$ cat config.mk
export PLATFORM = sky130hd
export DESIGN_NAME = fifo_frame_reader_flat
export DESIGN_NICKNAME = d
export VERILOG_FILES = /design/src/rtl/fifo_rd_pkg.sv /design/src/rtl/fifo_frame_reader_if.sv /design/src/rtl/fifo_rd_skid.sv /design/src/rtl/fifo_frame_reader.sv /design/src/flat_wrapper.sv
export SDC_FILE = /design/constraint.sdc
export NUM_CORES = 1
export LEC_CHECK = 0
export CAP_MARGIN = 40
export CORE_UTILIZATION = 52
export DETAILED_ROUTE_END_ITERATION = 16
export GPL_ROUTABILITY_DRIVEN = 0
export GPL_TIMING_DRIVEN = 0
export PLACE_DENSITY = 0.9
export SYNTH_ARGS = -nofsm -noshare
export SYNTH_HDL_FRONTEND = slang
export SYNTH_HIERARCHICAL = 1
export SYNTH_SLANG_ARGS = --single-unit
$ cat constraint.sdc
create_clock -name rd_clk -period 2.7 [get_ports rd_clk]
set_clock_uncertainty 0.05 [all_clocks]
set_input_delay 0.405 -clock rd_clk [delete_from_list [all_inputs] [get_ports rd_clk]]
set_output_delay 0.405 -clock rd_clk [all_outputs]
set_load 0.01 [all_outputs]
$ cat src/rtl/fifo_rd_pkg.sv
// Shared types and constants for the FIFO frame reader.
package fifo_rd_pkg;

    localparam int unsigned DATA_W_DEF = 8;
    localparam int unsigned LEN_W      = 8;

    typedef enum logic [0:0] {
        S_HDR,
        S_PAY
    } state_e;

endpackage

$ cat src/rtl/fifo_frame_reader_if.sv
// FIFO read port plus outgoing byte stream of the frame reader.
interface fifo_frame_reader_if
    import fifo_rd_pkg::*;
#(
    parameter int unsigned DATA_W = DATA_W_DEF
) ();

    logic              fifo_empty;
    logic [DATA_W-1:0] fifo_rd_data;
    logic              fifo_rd_en;
    logic              m_valid;
    logic              m_ready;
    logic [DATA_W-1:0] m_data;
    logic              m_last;

    modport master (
        input  fifo_empty,
        input  fifo_rd_data,
        input  m_ready,
        output fifo_rd_en,
        output m_valid,
        output m_data,
        output m_last
    );

    modport slave (
        output fifo_empty,
        output fifo_rd_data,
        output m_ready,
        input  fifo_rd_en,
        input  m_valid,
        input  m_data,
        input  m_last
    );

endinterface

$ cat src/rtl/fifo_rd_skid.sv
// Circular {last,data} output buffer; head entry drives the stream directly.
module fifo_rd_skid
    import fifo_rd_pkg::*;
#(
    parameter int unsigned DATA_W    = DATA_W_DEF,
    parameter int unsigned BUF_DEPTH = 2,
    localparam int unsigned PTR_W    = (BUF_DEPTH > 1) ? $clog2(BUF_DEPTH) : 1,
    localparam int unsigned BCNT_W   = $clog2(BUF_DEPTH + 1)
) (
    input  logic              clk_i,
    input  logic              rst_i,
    input  logic              wr_en_i,
    input  logic [DATA_W-1:0] wr_data_i,
    input  logic              wr_last_i,
    output logic [BCNT_W-1:0] count_o,
    output logic              m_valid_o,
    input  logic              m_ready_i,
    output logic [DATA_W-1:0] m_data_o,
    output logic              m_last_o
);

    logic [DATA_W:0]   mem_q [BUF_DEPTH];
    logic [PTR_W-1:0]  wr_ptr_q, wr_ptr_d;
    logic [PTR_W-1:0]  rd_ptr_q, rd_ptr_d;
    logic [BCNT_W-1:0] count_q, count_d;
    logic              do_wr, do_rd;

    function automatic logic [PTR_W-1:0] ptr_inc(input logic [PTR_W-1:0] p);
        return (p == PTR_W'(BUF_DEPTH - 1)) ? '0 : p + PTR_W'(1);
    endfunction

    assign do_rd = (count_q != '0) && m_ready_i;
    // A full buffer still accepts a write when the head leaves in the same cycle.
    assign do_wr = wr_en_i && ((count_q != BCNT_W'(BUF_DEPTH)) || do_rd);

    always_comb begin
        wr_ptr_d = wr_ptr_q;
        rd_ptr_d = rd_ptr_q;
        count_d  = count_q;
        if (do_wr) wr_ptr_d = ptr_inc(wr_ptr_q);
        if (do_rd) rd_ptr_d = ptr_inc(rd_ptr_q);
        case ({do_wr, do_rd})
            2'b10:   count_d = count_q + BCNT_W'(1);
            2'b01:   count_d = count_q - BCNT_W'(1);
            default: count_d = count_q;
        endcase
    end

    always_ff @(posedge clk_i) begin
        if (rst_i) begin
            wr_ptr_q <= '0;
            rd_ptr_q <= '0;
            count_q  <= '0;
        end else begin
            wr_ptr_q <= wr_ptr_d;
            rd_ptr_q <= rd_ptr_d;
            count_q  <= count_d;
        end
    end

    always_ff @(posedge clk_i) begin
        if (do_wr) mem_q[wr_ptr_q] <= {wr_last_i, wr_data_i};
    end

    assign count_o               = count_q;
    assign m_valid_o             = (count_q != '0);
    assign {m_last_o, m_data_o}  = mem_q[rd_ptr_q];

endmodule

$ cat src/rtl/fifo_frame_reader.sv
// Pops bytes from the async FIFO read port and forwards payload of length-prefixed frames.
module fifo_frame_reader
    import fifo_rd_pkg::*;
#(
    parameter int unsigned DATA_W     = DATA_W_DEF,
    parameter int unsigned RD_LATENCY = 1,
    parameter int unsigned BUF_DEPTH  = 2,
    parameter int unsigned CNT_W      = 16
) (
    input  logic                rd_clk,
    input  logic                rd_rst,
    fifo_frame_reader_if.master bus,
    output logic [CNT_W-1:0]    frame_cnt,
    output logic                err_zero_len
);

    localparam int unsigned BCNT_W = $clog2(BUF_DEPTH + 1);

    logic [BCNT_W-1:0] buf_count;
    logic [BCNT_W:0]   credit_used;
    logic              inflight;
    logic              pop;
    logic              ret_valid;
    logic [DATA_W-1:0] ret_data;
    logic [LEN_W-1:0]  hdr_len;

    state_e            state_q, state_d;
    logic [LEN_W-1:0]  remaining_q, remaining_d;
    logic              err_q, err_d;
    logic [CNT_W-1:0]  frame_cnt_q, frame_cnt_d;
    logic              buf_wr, buf_last;
    logic              skid_valid, skid_last;
    logic [DATA_W-1:0] skid_data;

    // Credit counts every pop, headers included, so returned bytes always find room.
    assign credit_used    = {1'b0, buf_count} + {{BCNT_W{1'b0}}, inflight};
    assign pop            = !rd_rst && !bus.fifo_empty && (credit_used < (BCNT_W + 1)'(BUF_DEPTH));
    assign bus.fifo_rd_en = pop;
    assign ret_data       = bus.fifo_rd_data;
    assign hdr_len        = ret_data[LEN_W-1:0];

    // RD_LATENCY is 0 or 1: at most one pop is ever outstanding.
    if (RD_LATENCY == 0) begin : g_lat0
        assign ret_valid = pop;
        assign inflight  = 1'b0;
    end else begin : g_lat1
        logic ret_valid_q;
        always_ff @(posedge rd_clk) begin
            if (rd_rst) ret_valid_q <= 1'b0;
            else        ret_valid_q <= pop;
        end
        assign ret_valid = ret_valid_q;
        assign inflight  = ret_valid_q;
    end

    always_comb begin
        state_d     = state_q;
        remaining_d = remaining_q;
        err_d       = 1'b0;
        buf_wr      = 1'b0;
        buf_last    = 1'b0;
        if (ret_valid) begin
            unique case (state_q)
                S_HDR: begin
                    if (hdr_len == '0) begin
                        err_d = 1'b1;
                    end else begin
                        remaining_d = hdr_len;
                        state_d     = S_PAY;
                    end
                end
                S_PAY: begin
                    buf_wr      = 1'b1;
                    buf_last    = (remaining_q == LEN_W'(1));
                    remaining_d = remaining_q - LEN_W'(1);
                    if (buf_last) state_d = S_HDR;
                end
                default: state_d = S_HDR;
            endcase
        end
    end

    always_comb begin
        frame_cnt_d = frame_cnt_q;
        if (skid_valid && bus.m_ready && skid_last) frame_cnt_d = frame_cnt_q + CNT_W'(1);
    end

    always_ff @(posedge rd_clk) begin
        if (rd_rst) begin
            state_q     <= S_HDR;
            remaining_q <= '0;
            err_q       <= 1'b0;
            frame_cnt_q <= '0;
        end else begin
            state_q     <= state_d;
            remaining_q <= remaining_d;
            err_q       <= err_d;
            frame_cnt_q <= frame_cnt_d;
        end
    end

    fifo_rd_skid #(
        .DATA_W    (DATA_W),
        .BUF_DEPTH (BUF_DEPTH)
    ) u_skid (
        .clk_i     (rd_clk),
        .rst_i     (rd_rst),
        .wr_en_i   (buf_wr),
        .wr_data_i (ret_data),
        .wr_last_i (buf_last),
        .count_o   (buf_count),
        .m_valid_o (skid_valid),
        .m_ready_i (bus.m_ready),
        .m_data_o  (skid_data),
        .m_last_o  (skid_last)
    );

    assign bus.m_valid  = skid_valid;
    assign bus.m_data   = skid_data;
    assign bus.m_last   = skid_last;
    assign frame_cnt    = frame_cnt_q;
    assign err_zero_len = err_q;

endmodule

$ cat src/flat_wrapper.sv
// flat-port wrapper written by rule: the top's interface ports become plain ports
module fifo_frame_reader_flat import fifo_rd_pkg::*;
#(
    parameter int unsigned DATA_W     = DATA_W_DEF,
    parameter int unsigned RD_LATENCY = 1,
    parameter int unsigned BUF_DEPTH  = 2,
    parameter int unsigned CNT_W      = 16
)
  (rd_clk, rd_rst, frame_cnt, err_zero_len, bus_fifo_empty, bus_fifo_rd_data, bus_m_ready, bus_fifo_rd_en, bus_m_valid, bus_m_data, bus_m_last);
  fifo_frame_reader_if #(.DATA_W(DATA_W)) bus_i ();
  input  logic rd_clk;
  input  logic rd_rst;
  output logic [CNT_W-1:0] frame_cnt;
  output logic err_zero_len;
  input wire logic [$bits(bus_i.fifo_empty)-1:0] bus_fifo_empty;
  input wire logic [$bits(bus_i.fifo_rd_data)-1:0] bus_fifo_rd_data;
  input wire logic [$bits(bus_i.m_ready)-1:0] bus_m_ready;
  output wire logic [$bits(bus_i.fifo_rd_en)-1:0] bus_fifo_rd_en;
  output wire logic [$bits(bus_i.m_valid)-1:0] bus_m_valid;
  output wire logic [$bits(bus_i.m_data)-1:0] bus_m_data;
  output wire logic [$bits(bus_i.m_last)-1:0] bus_m_last;
  assign bus_i.fifo_empty = bus_fifo_empty;
  assign bus_i.fifo_rd_data = bus_fifo_rd_data;
  assign bus_i.m_ready = bus_m_ready;
  assign bus_fifo_rd_en = bus_i.fifo_rd_en;
  assign bus_m_valid = bus_i.m_valid;
  assign bus_m_data = bus_i.m_data;
  assign bus_m_last = bus_i.m_last;
  fifo_frame_reader #(.DATA_W(DATA_W), .RD_LATENCY(RD_LATENCY), .BUF_DEPTH(BUF_DEPTH), .CNT_W(CNT_W)) u_core (.rd_clk(rd_clk), .rd_rst(rd_rst), .bus(bus_i), .frame_cnt(frame_cnt), .err_zero_len(err_zero_len));
endmodule
==> impl_metrics.json <==
{
  "cp.required_ns": 2.25,
  "drc_errors": 0,
  "setup_violations": 0,
  "synthDistinctLibCells": 49,
  "cp.arrival_ns": 2.15,
  "maxCapViolations": 0,
  "first_iter_violations": 150,
  "io_buffer_count": 39,
  "crit_chain": "clkdlybuf4s50_1 -> clkbuf_1 -> a2111oi_1 -> clkdlybuf4s50_1",
  "slew-limit-headroom_pct": 42.7,
  "path_max_fanout": 10,
  "die_w_um": 68.1,
  "chipHeight_um": 68.1,
  "slowest_stage": "clkdlybuf4s50_1",
  "crit_path_start_kind": "input port",
  "outcome": "complete, no violations",
  "synth-main-ff-cell": "dfxtp_1",
  "synthTopCellsByArea": "dfxtp_1 28%, edfxtp_1 24%, mux2_2 4.5%",
  "power_density_nw_per_um2": 505,
  "nets": 275,
  "core-area_um2": 4090,
  "fin_crit_ns": 2.60,
  "setup_ws_ns": 0.0960,
  "yosysTopAreaCell": "dfxtp_1",
  "grt_antenna_before_repair": 0,
  "overflow": 0,
  "seq_area_frac_synth_pct": 52.0,
  "num_vias": 1819,
  "totalPowerFinal_mw": 1.42,
  "finish.utilization_pct": 69.0,
  "hold_violations": 0,
  "cts_tree": "yes",
  "setup_tns_ns": 0,
  "worstSkewPairLatency_ns": 0.30,
  "synth_seq_cells": 50,
  "cts_hold_buffers": 0,
  "diodes": 0,
  "syn-cell-area_um2": 2270,
  "ant_nets": 0,
  "clock_sinks": 50,
  "first_pass_iters": 4,
  "vdd_ir_drop_max_mv": 0.355,
  "worst_pin_slew_ns": 0.857,
  "hold_path_depth": 1,
  "syn_to_final_growth_pct": 24.2,
  "finalWirelength_um": 4810,
  "clockRootBuffer": "clkbuf_8",
  "synth_edf_count": 18,
  "pre_cts_slack_ns": 0.0595,
  "ioPinCount": 40,
  "crit_type": "in2out",
  "power.leakage_nw": 0.945,
  "drive_above_1_share_pct": 11.2,
  "wl_per_cell_um": 15.5,
  "async_reset_ff_share_pct": 0,
  "fill_cells": 304,
  "clk_path_buf_depth": 2,
  "grt_pass1_wl_um": 7530,
  "grt_usage_pct": 21.9,
  "htree_levels": 2,
  "critPathMostFrequentCell": "clkdlybuf4s50_1",
  "numCtsBuffers": 5,
  "syn_inst": 213,
  "grt_pass1_vias": 1662,
  "synth_top_area_share_pct": 28.2,
  "dp_hpwl_um": 3420,
  "avgSynthCellArea_um2": 10.7,
  "row_count": 23,
  "report.final.slew_viol_count": 0,
  "crit_path_end_kind": "primary output",
  "max_freq_mhz": 384,
  "vias_per_cell": 5.87,
  "stdcell_area_um2": 2820,
  "rsz0062_at_grt": "false",
  "fin_crit_sh_pct": 96.4,
  "dpl_cell_area_um2": 2720,
  "min_path_type": "reg2reg",
  "grt_start_max_net_pins": 16,
  "cpPeakStageDelay_ns": 0.60,
  "start_util_pct": 55.5,
  "synth_warnings": 6,
  "clkSlewWorstSetupHoldPaths_ns": 0.08,
  "ff2ff_path_depth": 5,
  "dieArea_um2": 4630,
  "syn_nets": 229
}
==> critical path: cells and delay by family <==
kind | cells | cell delay, ns
compound gates | 1 | 0.32
buf+inv | 3 | 1.41
==> cells in the mapped netlist, types with 5 or more instances <==
library cell  count
nand2_1           9
nor2b_1           6
mux2_2            9
inv_1             6
xnor2_1           7
a21oi_1          13
xor2_1            7
nor3_1            7
nand3_1           5
nor4_1            5
nor2_1           22
dfxtp_1          32
nand4_1           5
edfxtp_1         18
o21ai_0           5
==> stage by stage <==
stage               std cells  hold WS [ns]
finish                    310         0.425
global route              310         0.473
CTS                       310         0.432
detailed placement        302         0.414
global placement          302         0.400
floorplan                 213         0.378
==> where the power goes <==
part	leakage (nW)	switching (mW)	internal (mW)
registers	0.426	0.0192	0.797
clock network	0.0488	0.239	0.206
logic	0.470	0.0828	0.0790
total	0.945	0.341	1.08
==> cells in the final DEF (no fill, tap or decap), types with 6 or more instances in the layout <==
| cell | count |
|---|---|
| nor3_1 | 7 |
| clkbuf_8 | 6 |
| nor2_1 | 22 |
| clkdlybuf4s50_1 | 39 |
| nor2b_1 | 6 |
| mux2_2 | 9 |
| xor2_1 | 7 |
| a21oi_1 | 13 |
| nand2_1 | 9 |
| edfxtp_1 | 18 |
| xnor2_1 | 7 |
| dfxtp_1 | 32 |
| inv_1 | 6 |
==> state kept, by name, indices dropped and copies added (netlist names), named ones only <==
signal / count
u_core/err_zero_len: 1
u_core/state_q: 1
u_core/u_skid/mem_q: 18
u_core/g_lat1.ret_valid_q: 1
u_core/u_skid/rd_ptr_q: 1
u_core/u_skid/count_o: 2
u_core/remaining_q: 8
u_core/u_skid/wr_ptr_q: 1
u_core/frame_cnt: 16
==> logic make-up after synthesis <==
family / after synthesis / synth area share [%]
and+or+nand+nor: 82 / 21.1
DFF: 50 / 52.0
AOI/OAI and AO/OA: 38 / 11.2
xor gates and xnor gates: 14 / 5.40
buffers and inverters: 13 / 2.26
muxes: 12 / 5.84
adders and majority gates: 4 / 2.21
==> what timing repair did <==
item,CTS,global route
endpoints found under the hold margin,0,0
buffers inserted,0,0
endpoints found under the setup margin,0,1
resized for setup,0,1
==> routing by layer <==
layer	global-route usage [%]	share of wire (%)	up-vias	routed length, um
met5	0	0	-	0
met4	10.2	1.7	0	80
met3	3.50	5.4	9	258
met2	34.9	47	68	2280
met1	29.0	46	861	2200
li1	-	-	881	-
==> area by class of cell <==
cell class,instances,area (um^2),area share [%]
Multi-Input combinational cell,150,1040,36.8
Clock inverter,2,12.5,0.444
Timing Repair Buffer,39,390,13.8
Clock buffer,6,82.6,2.93
Tap cell,50,62.6,2.22
Sequential cell,50,1180,41.9
Buffer,7,28.8,1.02
Inverter,6,22.5,0.799
==> path summary, 6_finish.rpt <==
check	startpoint	endpoint	slack [ns]
max reg2reg	u_core/state_q$_SDFFE_PP0P_	u_core/u_skid/mem_q[0][7]$_DFFE_PP_	0.34
min reg2reg	u_core/remaining_q[7]$_SDFFE_PP0P_	u_core/remaining_q[7]$_SDFFE_PP0P_	0.43
min	u_core/remaining_q[7]$_SDFFE_PP0P_	u_core/remaining_q[7]$_SDFFE_PP0P_	0.43
max	rd_rst	bus_fifo_rd_en	0.1
No activity file was read; power rests on OpenSTA's default activity.
